$ cat config.mk
export PLATFORM = sky130hd
export DESIGN_NAME = baud_tick_gen_flat
export DESIGN_NICKNAME = d
export VERILOG_FILES = /design/src/rtl/baud_pkg.sv /design/src/rtl/baud_tick_gen_if.sv /design/src/rtl/baud_tick_channel.sv /design/src/rtl/baud_tick_gen.sv /design/src/flat_wrapper.sv
export SDC_FILE = /design/constraint.sdc
export NUM_CORES = 1
export LEC_CHECK = 0
export CAP_MARGIN = 20
export CORE_MARGIN = 4
export CORE_UTILIZATION = 44
export DETAILED_ROUTE_END_ITERATION = 10
export PLACE_DENSITY = 0.61
export SLEW_MARGIN = 40
export SYNTH_ARGS = -nofsm -noshare
export SYNTH_HDL_FRONTEND = slang
export SYNTH_HIERARCHICAL = 1
export SYNTH_SLANG_ARGS = --single-unit
$ cat constraint.sdc
create_clock -name clock -period 3.8 [get_ports clock]
set_input_delay 1.14 -clock clock [delete_from_list [all_inputs] [get_ports clock]]
set_output_delay 1.14 -clock clock [all_outputs]
set_load 0.02 [all_outputs]
$ cat src/rtl/baud_pkg.sv
// Shared types and helpers for the baud tick generator.
//   baud_div_t      : integer + fractional clocks-per-oversample-tick divisor
//   calc_div_int()  : integer divisor from clock / baud / oversample rate
//   calc_div_frac() : fractional divisor in units of 1/2^frac_w
// Package defaults mirror the top-level parameter defaults.
package baud_pkg;

    localparam int unsigned BAUD_DIV_W               = 16;
    localparam int unsigned BAUD_FRAC_W              = 4;
    localparam int unsigned BAUD_CLK_HZ_DEFAULT      = 25_000_000;
    localparam int unsigned BAUD_RATE_DEFAULT        = 9600;
    localparam int unsigned BAUD_SAMPLE_RATE_DEFAULT = 16;

    typedef struct packed {
        logic [BAUD_DIV_W-1:0]  div_int;
        logic [BAUD_FRAC_W-1:0] div_frac;
    } baud_div_t;

    function automatic int unsigned calc_div_int(int unsigned clk_hz, int unsigned baud,
                                                 int unsigned sample_rate);
        return clk_hz / (baud * sample_rate);
    endfunction

    // 64-bit intermediate so clk_hz << frac_w cannot overflow.
    function automatic int unsigned calc_div_frac(int unsigned clk_hz, int unsigned baud,
                                                  int unsigned sample_rate, int unsigned frac_w);
        logic [63:0] num;
        logic [63:0] den;
        logic [63:0] quo;
        num = 64'(clk_hz) << frac_w;
        den = 64'(baud) * 64'(sample_rate);
        quo = num / den;
        return 32'(quo & ((64'd1 << frac_w) - 64'd1));
    endfunction

    localparam int unsigned BAUD_DIV_INT_DEFAULT =
        calc_div_int(BAUD_CLK_HZ_DEFAULT, BAUD_RATE_DEFAULT, BAUD_SAMPLE_RATE_DEFAULT);
    localparam int unsigned BAUD_DIV_FRAC_DEFAULT =
        calc_div_frac(BAUD_CLK_HZ_DEFAULT, BAUD_RATE_DEFAULT, BAUD_SAMPLE_RATE_DEFAULT,
                      BAUD_FRAC_W);

endpackage

$ cat src/rtl/baud_tick_gen_if.sv
// Control/status bundle of the baud tick generator.
//   master : drives divisor load, enables and start strobes; receives ticks
//   slave  : the generator itself
interface baud_tick_gen_if
    import baud_pkg::*;
#(
    parameter int unsigned DIV_W  = BAUD_DIV_W,
    parameter int unsigned FRAC_W = BAUD_FRAC_W
);

    logic [DIV_W-1:0]  div_int;
    logic [FRAC_W-1:0] div_frac;
    logic              div_load;
    logic              rx_en;
    logic              start_rx;
    logic              tx_en;
    logic              start_tx;
    logic              rx_tick;
    logic              rx_bit;
    logic              tx_tick;
    logic              tx_bit;

    modport master (
        output div_int, div_frac, div_load, rx_en, start_rx, tx_en, start_tx,
        input  rx_tick, rx_bit, tx_tick, tx_bit
    );

    modport slave (
        input  div_int, div_frac, div_load, rx_en, start_rx, tx_en, start_tx,
        output rx_tick, rx_bit, tx_tick, tx_bit
    );

endinterface

$ cat src/rtl/baud_tick_channel.sv
// One baud tick channel: period counter, optional fractional accumulator and
// oversample sub-counter.
//   clock, reset : system clock, synchronous active-high reset
//   div          : divisor to adopt at the next wrap or start
//   en           : run enable; low holds all state
//   start        : realign (cnt/acc/cy cleared, sub loaded with sub_init)
//   sub_init     : sub-counter value loaded on start
//   tick         : oversample tick pulse
//   bit_tick     : tick that closes a group of SAMPLE_RATE oversample ticks
// Macro BAUD_TICK_FRAC_EN builds the fractional accumulator; otherwise the
// period is exactly the integer divisor.
module baud_tick_channel
    import baud_pkg::*;
#(
    parameter int unsigned  SAMPLE_RATE = BAUD_SAMPLE_RATE_DEFAULT,
    parameter int unsigned  DIV_INT_RST = BAUD_DIV_INT_DEFAULT,
    localparam int unsigned SUB_W       = $clog2(SAMPLE_RATE)
) (
    input  logic             clock,
    input  logic             reset,
    input  baud_div_t        div,
    input  logic             en,
    input  logic             start,
    input  logic [SUB_W-1:0] sub_init,
    output logic             tick,
    output logic             bit_tick
);

    localparam int unsigned DIV_W  = BAUD_DIV_W;

    logic [DIV_W-1:0] cnt_q;
    logic [DIV_W-1:0] div_q;    // integer divisor in force for the current period
    logic [SUB_W-1:0] sub_q;
    logic [DIV_W:0]   period_m1;
    logic             wrap;

`ifdef BAUD_TICK_FRAC_EN
    localparam int unsigned FRAC_W = BAUD_FRAC_W;

    logic [FRAC_W-1:0] acc_q;
    logic              cy_q;
    logic [FRAC_W:0]   acc_sum;

    assign acc_sum   = {1'b0, acc_q} + {1'b0, div.div_frac};
    // One extra bit so div_int + cy cannot overflow at the top of the range.
    assign period_m1 = {1'b0, div_q} + {{DIV_W{1'b0}}, cy_q} - (DIV_W+1)'(1);
`else
    logic unused_frac;
    assign unused_frac = ^div.div_frac;
    assign period_m1   = {1'b0, div_q} - (DIV_W+1)'(1);
`endif

    // A start in the same cycle swallows the tick it would otherwise produce.
    assign wrap     = en && !start && ({1'b0, cnt_q} == period_m1);
    assign tick     = wrap;
    assign bit_tick = wrap && (sub_q == SUB_W'(SAMPLE_RATE - 1));

    always_ff @(posedge clock) begin
        if (reset) begin
            cnt_q <= '0;
            div_q <= DIV_W'(DIV_INT_RST);
            sub_q <= '0;
`ifdef BAUD_TICK_FRAC_EN
            acc_q <= '0;
            cy_q  <= 1'b0;
`endif
        end else if (start) begin
            cnt_q <= '0;
            div_q <= div.div_int;
            sub_q <= sub_init;
`ifdef BAUD_TICK_FRAC_EN
            acc_q <= '0;
            cy_q  <= 1'b0;
`endif
        end else if (wrap) begin
            cnt_q <= '0;
            div_q <= div.div_int;
            sub_q <= sub_q + SUB_W'(1);   // power-of-two rate: wraps naturally
`ifdef BAUD_TICK_FRAC_EN
            {cy_q, acc_q} <= acc_sum;
`endif
        end else if (en) begin
            cnt_q <= cnt_q + DIV_W'(1);
        end
    end

endmodule

$ cat src/rtl/baud_tick_gen.sv
// Two-channel (RX/TX) baud tick generator with a runtime-loadable divisor.
//   clock, reset : system clock, synchronous active-high reset
//   bus (slave)  : div_int/div_frac/div_load shadow divisor load,
//                  rx_en/start_rx and tx_en/start_tx channel control,
//                  rx_tick/rx_bit and tx_tick/tx_bit tick outputs
// RX aligns its sub-counter to half a bit so rx_bit lands mid-bit; TX aligns
// to zero so tx_bit marks bit boundaries.
// Macro BAUD_TICK_FRAC_EN enables the fractional divisor.
module baud_tick_gen
    import baud_pkg::*;
#(
    parameter int unsigned CLK_HZ       = BAUD_CLK_HZ_DEFAULT,
    parameter int unsigned DEFAULT_BAUD = BAUD_RATE_DEFAULT,
    parameter int unsigned SAMPLE_RATE  = BAUD_SAMPLE_RATE_DEFAULT,
    parameter int unsigned DIV_W        = BAUD_DIV_W,
    parameter int unsigned FRAC_W       = BAUD_FRAC_W
) (
    input logic           clock,
    input logic           reset,
    baud_tick_gen_if.slave bus
);

    localparam int unsigned SUB_W           = $clog2(SAMPLE_RATE);
    localparam int unsigned DIV_INT_DEFAULT =
        calc_div_int(CLK_HZ, DEFAULT_BAUD, SAMPLE_RATE);
`ifdef BAUD_TICK_FRAC_EN
    localparam int unsigned DIV_FRAC_DEFAULT =
        calc_div_frac(CLK_HZ, DEFAULT_BAUD, SAMPLE_RATE, FRAC_W);
`endif

    baud_div_t shadow_q;
    baud_div_t shadow_d;

    // Channels see shadow_d so a load coincident with start/wrap takes effect.
    always_comb begin
        shadow_d = shadow_q;
        if (bus.div_load) begin
            shadow_d.div_int  = (bus.div_int < DIV_W'(2)) ? DIV_W'(2) : bus.div_int;
            shadow_d.div_frac = bus.div_frac;
        end
    end

    always_ff @(posedge clock) begin
        if (reset) begin
            shadow_q.div_int  <= DIV_W'(DIV_INT_DEFAULT);
`ifdef BAUD_TICK_FRAC_EN
            shadow_q.div_frac <= FRAC_W'(DIV_FRAC_DEFAULT);
`else
            shadow_q.div_frac <= FRAC_W'(0);
`endif
        end else begin
            shadow_q <= shadow_d;
        end
    end

    baud_tick_channel #(
        .SAMPLE_RATE (SAMPLE_RATE),
        .DIV_INT_RST (DIV_INT_DEFAULT)
    ) u_rx (
        .clock    (clock),
        .reset    (reset),
        .div      (shadow_d),
        .en       (bus.rx_en),
        .start    (bus.start_rx),
        .sub_init (SUB_W'(SAMPLE_RATE / 2)),
        .tick     (bus.rx_tick),
        .bit_tick (bus.rx_bit)
    );

    baud_tick_channel #(
        .SAMPLE_RATE (SAMPLE_RATE),
        .DIV_INT_RST (DIV_INT_DEFAULT)
    ) u_tx (
        .clock    (clock),
        .reset    (reset),
        .div      (shadow_d),
        .en       (bus.tx_en),
        .start    (bus.start_tx),
        .sub_init (SUB_W'(0)),
        .tick     (bus.tx_tick),
        .bit_tick (bus.tx_bit)
    );

endmodule

$ cat src/flat_wrapper.sv
// flat-port wrapper written by rule: the top's interface ports become plain ports
module baud_tick_gen_flat import baud_pkg::*;
#(
    parameter int unsigned CLK_HZ       = BAUD_CLK_HZ_DEFAULT,
    parameter int unsigned DEFAULT_BAUD = BAUD_RATE_DEFAULT,
    parameter int unsigned SAMPLE_RATE  = BAUD_SAMPLE_RATE_DEFAULT,
    parameter int unsigned DIV_W        = BAUD_DIV_W,
    parameter int unsigned FRAC_W       = BAUD_FRAC_W
)
  (clock, reset, bus_div_int, bus_div_frac, bus_div_load, bus_rx_en, bus_start_rx, bus_tx_en, bus_start_tx, bus_rx_tick, bus_rx_bit, bus_tx_tick, bus_tx_bit);
  baud_tick_gen_if #(.DIV_W(DIV_W), .FRAC_W(FRAC_W)) bus_i ();
  input logic clock;
  input logic reset;
  input wire logic [$bits(bus_i.div_int)-1:0] bus_div_int;
  input wire logic [$bits(bus_i.div_frac)-1:0] bus_div_frac;
  input wire logic [$bits(bus_i.div_load)-1:0] bus_div_load;
  input wire logic [$bits(bus_i.rx_en)-1:0] bus_rx_en;
  input wire logic [$bits(bus_i.start_rx)-1:0] bus_start_rx;
  input wire logic [$bits(bus_i.tx_en)-1:0] bus_tx_en;
  input wire logic [$bits(bus_i.start_tx)-1:0] bus_start_tx;
  output wire logic [$bits(bus_i.rx_tick)-1:0] bus_rx_tick;
  output wire logic [$bits(bus_i.rx_bit)-1:0] bus_rx_bit;
  output wire logic [$bits(bus_i.tx_tick)-1:0] bus_tx_tick;
  output wire logic [$bits(bus_i.tx_bit)-1:0] bus_tx_bit;
  assign bus_i.div_int = bus_div_int;
  assign bus_i.div_frac = bus_div_frac;
  assign bus_i.div_load = bus_div_load;
  assign bus_i.rx_en = bus_rx_en;
  assign bus_i.start_rx = bus_start_rx;
  assign bus_i.tx_en = bus_tx_en;
  assign bus_i.start_tx = bus_start_tx;
  assign bus_rx_tick = bus_i.rx_tick;
  assign bus_rx_bit = bus_i.rx_bit;
  assign bus_tx_tick = bus_i.tx_tick;
  assign bus_tx_bit = bus_i.tx_bit;
  baud_tick_gen #(.CLK_HZ(CLK_HZ), .DEFAULT_BAUD(DEFAULT_BAUD), .SAMPLE_RATE(SAMPLE_RATE), .DIV_W(DIV_W), .FRAC_W(FRAC_W)) u_core (.clock(clock), .reset(reset), .bus(bus_i));
endmodule
==> results of run 1 <==
## power by group through the flow
| stage | Sequential [W] | Clock (W) | Combinational [W] |
|---|---|---|---|
| after global routing | 0.000993 | 0.00109 | 0.000506 |
| after global placement | 0.00101 | 0 | 0.000412 |
| after detailed placement | 0.00101 | 0 | 0.000423 |
| after floorplan | 0.00100 | 0 | 0.000288 |
| final | 0.000990 | 0.00104 | 0.000466 |
| after CTS | 0.000989 | 0.00107 | 0.000450 |
## tightest hold or removal path: cells and delay by family, from the launching register on
kind             cells  cell delay [ns]
AO/OA/AOI/OAI        1             0.06
flip-flops           1             0.30
AND/OR/NAND/NOR      1             0.08
## metrics by stage
stage / worst slack (ns) / TNS (ns) / cells / hold slack [ns]
after global placement: -0.7599 / -2.701 / 916 / 0.4538
after CTS: -0.06112 / -0.06216 / 945 / 0.4814
after detailed placement: -0.7808 / -2.804 / 916 / 0.4695
after global routing: -0.1548 / -0.2166 / 950 / 0.5327
final: -0.04195 / -0.04405 / 950 / 0.4799
after floorplan: 0.06665 / 0 / 700 / 0.4444
## what timing repair did
item | CTS | global route
pin swaps | 22 | 13
resized for setup | 56 | 14
setup endpoints to repair | 4 | 3
buffers inserted | 14 | 5
## worst max path at each step
stage,start,cells past startpoint,end,slack (ns)
6_report,u_core/u_rx/div_q[0],8,bus_rx_bit,-0.04
4_1_cts,u_core/u_rx/div_q[1],8,bus_rx_bit,-0.06
3_3_place_gp,bus_tx_en,7,bus_tx_bit,-0.76
3_5_place_dp,bus_start_rx,8,bus_rx_bit,-0.78
5_1_grt,u_core/u_rx/div_q[0],9,bus_rx_bit,-0.15
2_1_floorplan,u_core/u_rx/div_q[0],9,bus_rx_bit,0.07
## state kept, by name, summed over array words and instances (netlist names)
name / cells
u_core/u_tx/div_q: 16
u_core/u_tx/cnt_q: 16
u_core/u_tx/sub_q: 4
u_core/u_rx/cnt_q: 16
u_core/u_rx/sub_q: 4
u_core/u_rx/div_q: 16
u_core/shadow_q: 16
## cells in the final DEF (no fill, tap or decap), types with 19 or more instances in the layout
cell	n
o2111ai_1	34
buf_4	90
or3_1	19
nand2b_1	27
dfxtp_1	84
xnor2_1	30
nand3b_1	26
o221ai_2	22
nor3_1	20
nor3_2	24
a21oi_1	40
nor2_1	20
xor2_1	40
## final cells by class
class	instances	area, um2
repair buffers	119	968.4
fillers	1282	6312
clock inverters	6	116.4
clock buffers	10	229.0
multi-input cells	528	4299
inverters	19	71.32
flip-flops and latches	88	1767
well taps	180	225.2
## layer usage
layer	vias to the layer above	wire, um	track usage
met5	-	0	0
met4	0	208	0.05680
met3	17	516	0.02625
met2	118	7921	0.3343
met1	2747	8145	0.2914
li1	2764	-	-
==> results by group, run 1 <==
Power
  – Net Sw Frac: 0.2681
  – Reg power frac: 0.397
  – Leak: roughly 2.7 nW
  – Total power draw: ~0.0025 W
  – Clock network power share: 0.416
  – Power per cell area: 325.0 mW/mm2
  – Internal power consumption: about 0.0018 W
  – Max IR drop VDD: approximately 0.19 mV
  – Sw Pwr: between 0.0006 and 0.0007 W
  – Combinational Power Share: 0.187

Worst setup path
  – Critical path fanouts, max: 4
  – Setup Crit Path Kind: flop to output port
  – Crit-path cells: buf_6, or4_4, or4_4, a21o_1, nand2_2, o2111a_1, and4_1, buf_6
  – CP top delay family: simple AND/OR/NAND/NOR gates
  – FF-to-FF path depth: 12
  – CP Buf/Inv Count: 2
  – Reg-to-Reg Start: u_core/u_rx/div_q[0]
  – Critical Path Max Stage Delay: between 0.5 and 0.6 ns
  – Slowest CP cell: or4_4
  – Reg-to-reg slack, setup: between 0.4 and 0.5 ns
  – Reg-to-reg critical path endpoint: u_core/u_rx/cnt_q[4]
  – Required time of the critical path: about 2.7 ns
  – CP Launch Type: flop
  – WP data arrival: ~2.7 ns
  – CP Capture Type: output port

Drt
  – DRT iter0 DRCs: 434
  – Final Routed Wirelength: about 17 mm
  – DRC Markers: 0
  – Vias per cell: 5.943
  – Via count: ~5600
  – Final antenna-violating net count: 0
  – First-pass iteration count of the detailed router: 5
  – Drt wl/cell: around 18 um

Synth
  – Synth warn: 6
  – Mapped Cells: about 700
  – Post-synthesis cell area: about 0.0063 mm2
  – Synthesized area per cell: ~9.1 um2

Clocking
  – Clock Latency Late Sink: 0.35 ns
  – CTS tree: built
  – CTS sink cnt: 88
  – TritonCTS buffer count: 9
  – H-tree levels: 3
  – Clock Pin Slew Worst Setup and Hold Paths: approximately 0.070 ns
  – Hold buffers post-CTS: 0
  – CTS Buffer Depth: 2
  – Root Driver: clkbuf_16

STA
  – Minimum clock period: between 3 and 4 ns
  – Final worst path period share: 1.011
  – Clock skew: 0.008085 ns
  – Tightest Pin Transition: roughly 0.63 ns
  – Max Fclk: 0.2603 GHz
  – Max-slew headroom: 0.5782
  – Setup Viol. Count Final: 2
  – Max-slew violation count: 0
  – Final WS setup: -0.04195 ns
  – Final Hold Viols: 0
  – RSZ-0062 raised after global routing: yes

Cells and area
  – Syn-to-layout area delta: 20.93%
  – ANT cells: 0
  – Layout Nets: approximately 800
  – Share of layout cells above drive strength 1: 0.3000
  – Final core occ: 0.5487
  – Final non-filler cell area: roughly 0.0077 mm2

Global routing
  – First-pass GRT wire length: around 28 mm
  – GRT Total Usage: 0.2072
  – GRT overflow: 0
  – Largest net degree at the start of global routing: 64
  – Initial antenna violation count: 0
  – Vias in the first global route: approximately 5600

Placement
  – Port bufs: 26
  – RD Place Congestion: ~0.90
  – Final HPWL DP: 11.62 mm
  – Area after DPL: approximately 0.0070 mm2

Min path
  – Hold_sp: u_core/shadow_q[4]
  – Hold Crit Class: flop to flop
  – Worst Hold End: u_core/shadow_q[4]
  – Hold path depth: 2

Die
  – Die footprint: 0.01641 mm2
  – Row count: 43
  – Core area: 0.01399 mm2
  – Initial core utilization: 0.4538
  – Die Span Y: 128.1 um
  – I/O pin count: 31
  – Die Wd: ~130 um

Status
  – Status: finished with violations
  – Failing checks: setup timing

Job
  – Total of max-cap violations: 0
Power figures use the tool's default switching activity.
==> run 2, diff against run 1 <==
CORE_MARGIN = unset   (was 4)
==> run 2 against run 1 <==
  * The flow still finishes with violations (setup timing)
  * Worst hold slack is essentially flat
  * Non-clock buffer count shrank 6
  * Die area decreased by 9.1%
  * Utilization decreased by 0.33 points
  * Global-route usage grew 2.6 points
  * Flip-flop and latch count unchanged
  * Count of clock-buffer cells in the layout increased by 2
  * Sequential share of layout area grew 0.14 points
  * Critical path depth stayed put
  * Largest power group is now registers
==> results by group, run 2 (same netlist as run 1, synthesis figures left out) <==
Status
  – Status: finished with violations
  – Failing checks: setup timing

Drt
  – DRC Markers: 0
  – Drt wl/cell: roughly 18 um
  – Final Routed Wirelength: between 15 and 20 mm
  – Final antenna-violating net count: 0
  – DRT iter0 DRCs: 433
  – First-pass iteration count of the detailed router: 5
  – Vias per cell: 5.907
  – Via count: approximately 5600

Worst setup path
  – Reg-to-reg slack, setup: 0.84 ns
  – CP Capture Type: output port
  – Crit-path cells: dlygate4sd2_1, inv_2, and4_4, o2111ai_2, nor4b_2, o2111a_2, and4_1, buf_6
  – Critical Path Max Stage Delay: between 0.3 and 0.4 ns
  – CP Launch Type: input port
  – Slowest CP cell: nor4b_2
  – Setup Crit Path Kind: input port to output port
  – WP data arrival: 2.68 ns
  – Critical path fanouts, max: 2
  – Required time of the critical path: ~2.7 ns

STA
  – Clock skew: 0.009680 ns
  – RSZ-0062 raised after global routing: yes
  – Max-slew violation count: 0
  – Max-slew headroom: 0.5875
  – Final Hold Viols: 0
  – Setup Viol. Count Final: 2
  – Tightest Pin Transition: between 0.6 and 0.7 ns
  – Minimum clock period: about 3.8 ns
  – Final worst path period share: 1.006
  – Max Fclk: ~0.26 GHz
  – Final WS setup: -0.02300 ns

Clocking
  – CTS tree: built
  – Clock Latency Late Sink: between 0.3 and 0.4 ns
  – H-tree levels: 3
  – TritonCTS buffer count: 9
  – CTS Buffer Depth: 2
  – Clock Pin Slew Worst Setup and Hold Paths: approximately 0.070 ns
  – CTS sink cnt: 88
  – Root Driver: clkbuf_16

Global routing
  – First-pass GRT wire length: between 20 and 30 mm
  – GRT Total Usage: 0.2332
  – Initial antenna violation count: 0
  – Largest net degree at the start of global routing: 69
  – GRT overflow: 0
  – Vias in the first global route: roughly 5500

Job
  – Total of max-cap violations: 0

Cells and area
  – Syn-to-layout area delta: 20.21%
  – Most common cell after layout, fill and taps aside: dfxtp_1
  – Fillers: around 1300
  – Layout Nets: between 700 and 800
  – Area of the multi-input gates: between 0.004 and 0.005 mm2
  – Most frequent cells in the layout: dfxtp_1, buf_4, a21oi_1, xor2_1, o2111ai_1
  – Share of layout cells above drive strength 1: 0.2984
  – ANT cells: 0
  – Final non-filler cell area: 0.007630 mm2
  – FF/Latch Area: about 0.0018 mm2

Placement
  – RD Place Congestion: ~0.9
  – Port bufs: 26
  – Final HPWL DP: ~11 mm
  – Dpl ws: -0.7782 ns
  – Area after DPL: around 0.007 mm2

Die
  – Row count: 43
  – Die Span Y: ~120 um
  – Core area: roughly 0.014 mm2
  – Die footprint: ~0.015 mm2
  – Die Wd: between 100 and 150 um
  – Initial core utilization: 0.4538
  – I/O pin count: 31

Power
  – Power per cell area: ~320 mW/mm2
  – Max IR drop VDD: 0.2234 mV
  – Leak: around 2.7 nW

Min path
  – Hold Crit Class: flop to flop
run 2: cell count changes in the layout (fill, tap and decap cells not counted), sizes merged:
cell | previous run | this run
buf | 98 | 92
bufinv | 3 | 2
clkbuf | 10 | 12
clkdlybuf4s15 | 1 | 2
dlygate4sd2 | 3 | 2
inv | 20 | 19
run 2: final cells by class:
| class | instances | share of cell area |
|---|---|---|
| multi-input combinational | 528 | 0.5636 |
| tap | 180 | 0.02952 |
| inverter | 19 | 0.009347 |
| clock buffer | 12 | 0.03231 |
| clock inverter | 4 | 0.01017 |
| sequential | 88 | 0.2316 |
| timing repair buffer | 113 | 0.1235 |
run 2: report_power, final:
| part | switching, W | internal (W) | leakage [nW] |
|---|---|---|---|
| sequential | 0.0000281 | 0.000959 | 0.719 |
| combinational | 0.000249 | 0.000216 | 1.82 |
| clock | 0.000382 | 0.000598 | 0.157 |
run 2: critical path, delay by kind of cell:
| family | cells | cell delay (ns) |
|---|---|---|
| compound gates | 2 | 0.39 |
| buf+inv | 3 | 0.43 |
| simple gates | 3 | 0.72 |
run 2: per-stage QoR:
stage / total power [W] / std cells / TNS [ns] / utilization / hold slack (ns)
floorplan: 0.001293 / 700 / 0 / - / 0.4444
global placement: 0.001424 / 917 / -2.554 / 0.5039 / 0.4554
detailed placement: 0.001437 / 917 / -2.714 / 0.5039 / 0.4699
CTS: 0.002435 / 942 / -0.07215 / 0.5403 / 0.4814
global route: 0.002535 / 944 / -0.1941 / 0.5454 / 0.5325
finish: 0.002432 / 944 / -0.04115 / 0.5454 / 0.4803
run 2: final timing paths:
check,to,startpoint,cells past startpoint
worst max-delay path,bus_rx_bit,bus_start_rx,8
worst min-delay path,u_core/shadow_q[4],u_core/shadow_q[4],2
worst max register to register,u_core/u_rx/div_q[0],u_core/u_rx/div_q[1],13
worst min register to register,u_core/shadow_q[4],u_core/shadow_q[4],2
run 2: per-layer routing:
layer | up-vias | share of wire | GRT usage | wire (um)
met1 | 2715 | 0.49 | 0.3221 | 8150
met2 | 110 | 0.46 | 0.3690 | 7756
met4 | 0 | 0.018 | 0.08232 | 295
li1 | 2733 | - | - | -
met5 | - | 0 | 0 | 0
met3 | 18 | 0.029 | 0.03277 | 483
run 2: what timing repair did:
action,in CTS,in global routing
pin swaps,12,6
setup buffers,9,2
gates resized for setup,53,20
setup endpoints to repair,4,4
hold buffers,0,0
==> run 3, diff against run 2 <==
CORE_MARGIN = 10   (was unset)
==> run 3 against run 2 <==
  * The flow still finishes with violations (setup timing)
  * Total power down 2.8%
  * Final area down 0.13%
  * Clock skew down 0.0029 ns
  * Flip-flop and latch count unchanged
  * Die area up 32%
  * Non-clock buffer count down 1
  * Largest power group unchanged
==> results by group, run 3 (same netlist as run 1, synthesis figures left out) <==
Status
  – Status: finished with violations
  – Failing checks: setup timing

Global routing
  – Initial antenna violation count: 0
  – Met2 usage: 0.2428
  – GRT Total Usage: 0.1622
  – GRT overflow: 0
  – Met1 Usage GRT: 0.2282
  – Largest net degree at the start of global routing: 70
  – Met3 usage: 0.02366
  – Vias in the first global route: ~5300
  – Busiest grt layer: met2
  – First-pass GRT wire length: 27.19 mm

Drt
  – First-pass iteration count of the detailed router: 5
  – Via count: 5647
  – Final antenna-violating net count: 0
  – DRC Markers: 0
  – Vias per cell: 5.988
  – Final Routed Wirelength: 16.74 mm
  – DRT iter0 DRCs: 784
  – Drt wl/cell: approximately 18 um

Worst setup path
  – WP data arrival: approximately 2.7 ns
  – Slowest CP cell: or4_4
  – Crit-path cells: buf_6, or4_4, or4_4, a21o_1, nand2_2, o2111a_1, and4_1, buf_6
  – CP Buf/Inv Count: 2
  – Critical path fanouts, max: 4
  – CP Capture Type: output port
  – Critical Path Max Stage Delay: ~0.57 ns
  – Setup Crit Path Kind: flop to output port
  – Required time of the critical path: approximately 2.7 ns
  – CP top delay family: simple AND/OR/NAND/NOR gates
  – CP Launch Type: flop

Min path
  – Hold Crit Class: flop to flop

Die
  – Die Wd: between 100 and 150 um
  – I/O pin count: 31
  – Die footprint: roughly 0.02 mm2
  – Core area: 0.01399 mm2
  – Initial core utilization: 0.4538
  – Die Span Y: 140.1 um
  – Row count: 43

Clocking
  – CTS sink cnt: around 90
  – H-tree levels: 3
  – TritonCTS buffer count: 9
  – Hold buffers post-CTS: 0
  – Clock Latency Late Sink: 0.35 ns
  – CTS Buffer Depth: 2
  – CTS tree: built
  – Clock Pin Slew Worst Setup and Hold Paths: 0.07 ns
  – Root Driver: clkbuf_16

Power
  – Leak: around 2.7 nW
  – Power per cell area: about 310 mW/mm2
  – Max IR drop VDD: around 0.2 mV
  – Total power draw: roughly 0.0024 W

Placement
  – RD Place Congestion: 0.8940
  – Final HPWL DP: between 10 and 15 mm
  – Port bufs: 26

Cells and area
  – Most frequent cells in the layout: dfxtp_1, buf_4, a21oi_1, xor2_1, o2111ai_1
  – Syn-to-layout area delta: 20.05%
  – ANT cells: 0
  – Share of layout cells above drive strength 1: 0.2936
  – Most common cell after layout, fill and taps aside: dfxtp_1
  – Final core occ: 0.5447
  – Layout Nets: 791
  – Fillers: roughly 1200

STA
  – Tightest Pin Transition: between 0.6 and 0.7 ns
  – Final WS setup: -0.02918 ns
  – RSZ-0062 raised after global routing: yes
  – Setup Viol. Count Final: 2
  – Max Fclk: 0.2612 GHz
  – Clock skew: 0.006739 ns
  – Max-slew headroom: 0.5902
  – Max-slew violation count: 0
  – Final Hold Viols: 0
  – Final worst path period share: 1.008
  – Minimum clock period: 3.829 ns

Job
  – Total of max-cap violations: 0
-- run 3: layout make-up --
type / instances / area [um2] / area share
clock buffers: 11 / 242.7 / 0.03186
clock inverters: 5 / 56.30 / 0.007389
inverters: 19 / 71.32 / 0.009360
multi-input cells: 528 / 4337 / 0.5691
flip-flops and latches: 88 / 1767 / 0.2319
well taps: 180 / 225.2 / 0.02956
repair buffers: 112 / 920.9 / 0.1209
-- run 3: final timing paths --
kind / to / cells after the start / slack [ns] / startpoint
worst max-delay path: bus_tx_bit / 8 / -0.03 / u_core/u_tx/div_q[0]
worst min-delay path: u_core/shadow_q[4] / 2 / 0.48 / u_core/shadow_q[4]
worst max register to register: u_core/u_tx/div_q[2] / 11 / 0.65 / u_core/u_tx/div_q[0]
worst min register to register: u_core/shadow_q[4] / 2 / 0.48 / u_core/shadow_q[4]
-- run 3: repair_timing --
| action | CTS | global route |
|---|---|---|
| gates resized for setup | 50 | 23 |
| endpoints found under the setup margin | 4 | 4 |
| buffers inserted | 8 | 5 |
| pin swaps | 18 | 14 |
-- run 3: per-layer routing --
metal | part of all wire | vias to the layer above
met5 | 0 | -
met4 | 0.019 | 0
met2 | 0.46 | 147
li1 | - | 2743
met3 | 0.043 | 25
met1 | 0.48 | 2732
-- run 3: worst register-to-register path: stages (launching register included) --
cell	delay, ns
dfxtp_2	0.32
inv_1	0.11
ha_4	0.15
buf_4	0.10
or4b_4	0.50
or2_4	0.27
nor4_4	0.29
buf_4	0.16
buf_4	0.23
o2111a_1	0.20
buf_4	0.46
o221ai_1	0.22
-- run 3: stage by stage --
step	hold slack, ns	worst slack (ns)	cell area, um2	cells	setup TNS [ns]
6_report	0.4833	-0.02918	7620	943	-0.03684
5_1_grt	0.5258	-0.1057	7620	943	-0.2601
4_1_cts	0.4809	-0.05678	7455	938	-0.1117
3_5_place_dp	0.4690	-0.7687	7014	914	-2.763
3_3_place_gp	0.4560	-0.7370	7014	914	-2.642
2_1_floorplan	0.4444	0.06665	6370	700	0
-- run 3: power breakdown --
part	internal (W)	switching, W
clock network	0.000527	0.000386
logic	0.000213	0.000251
registers	0.000959	0.0000284
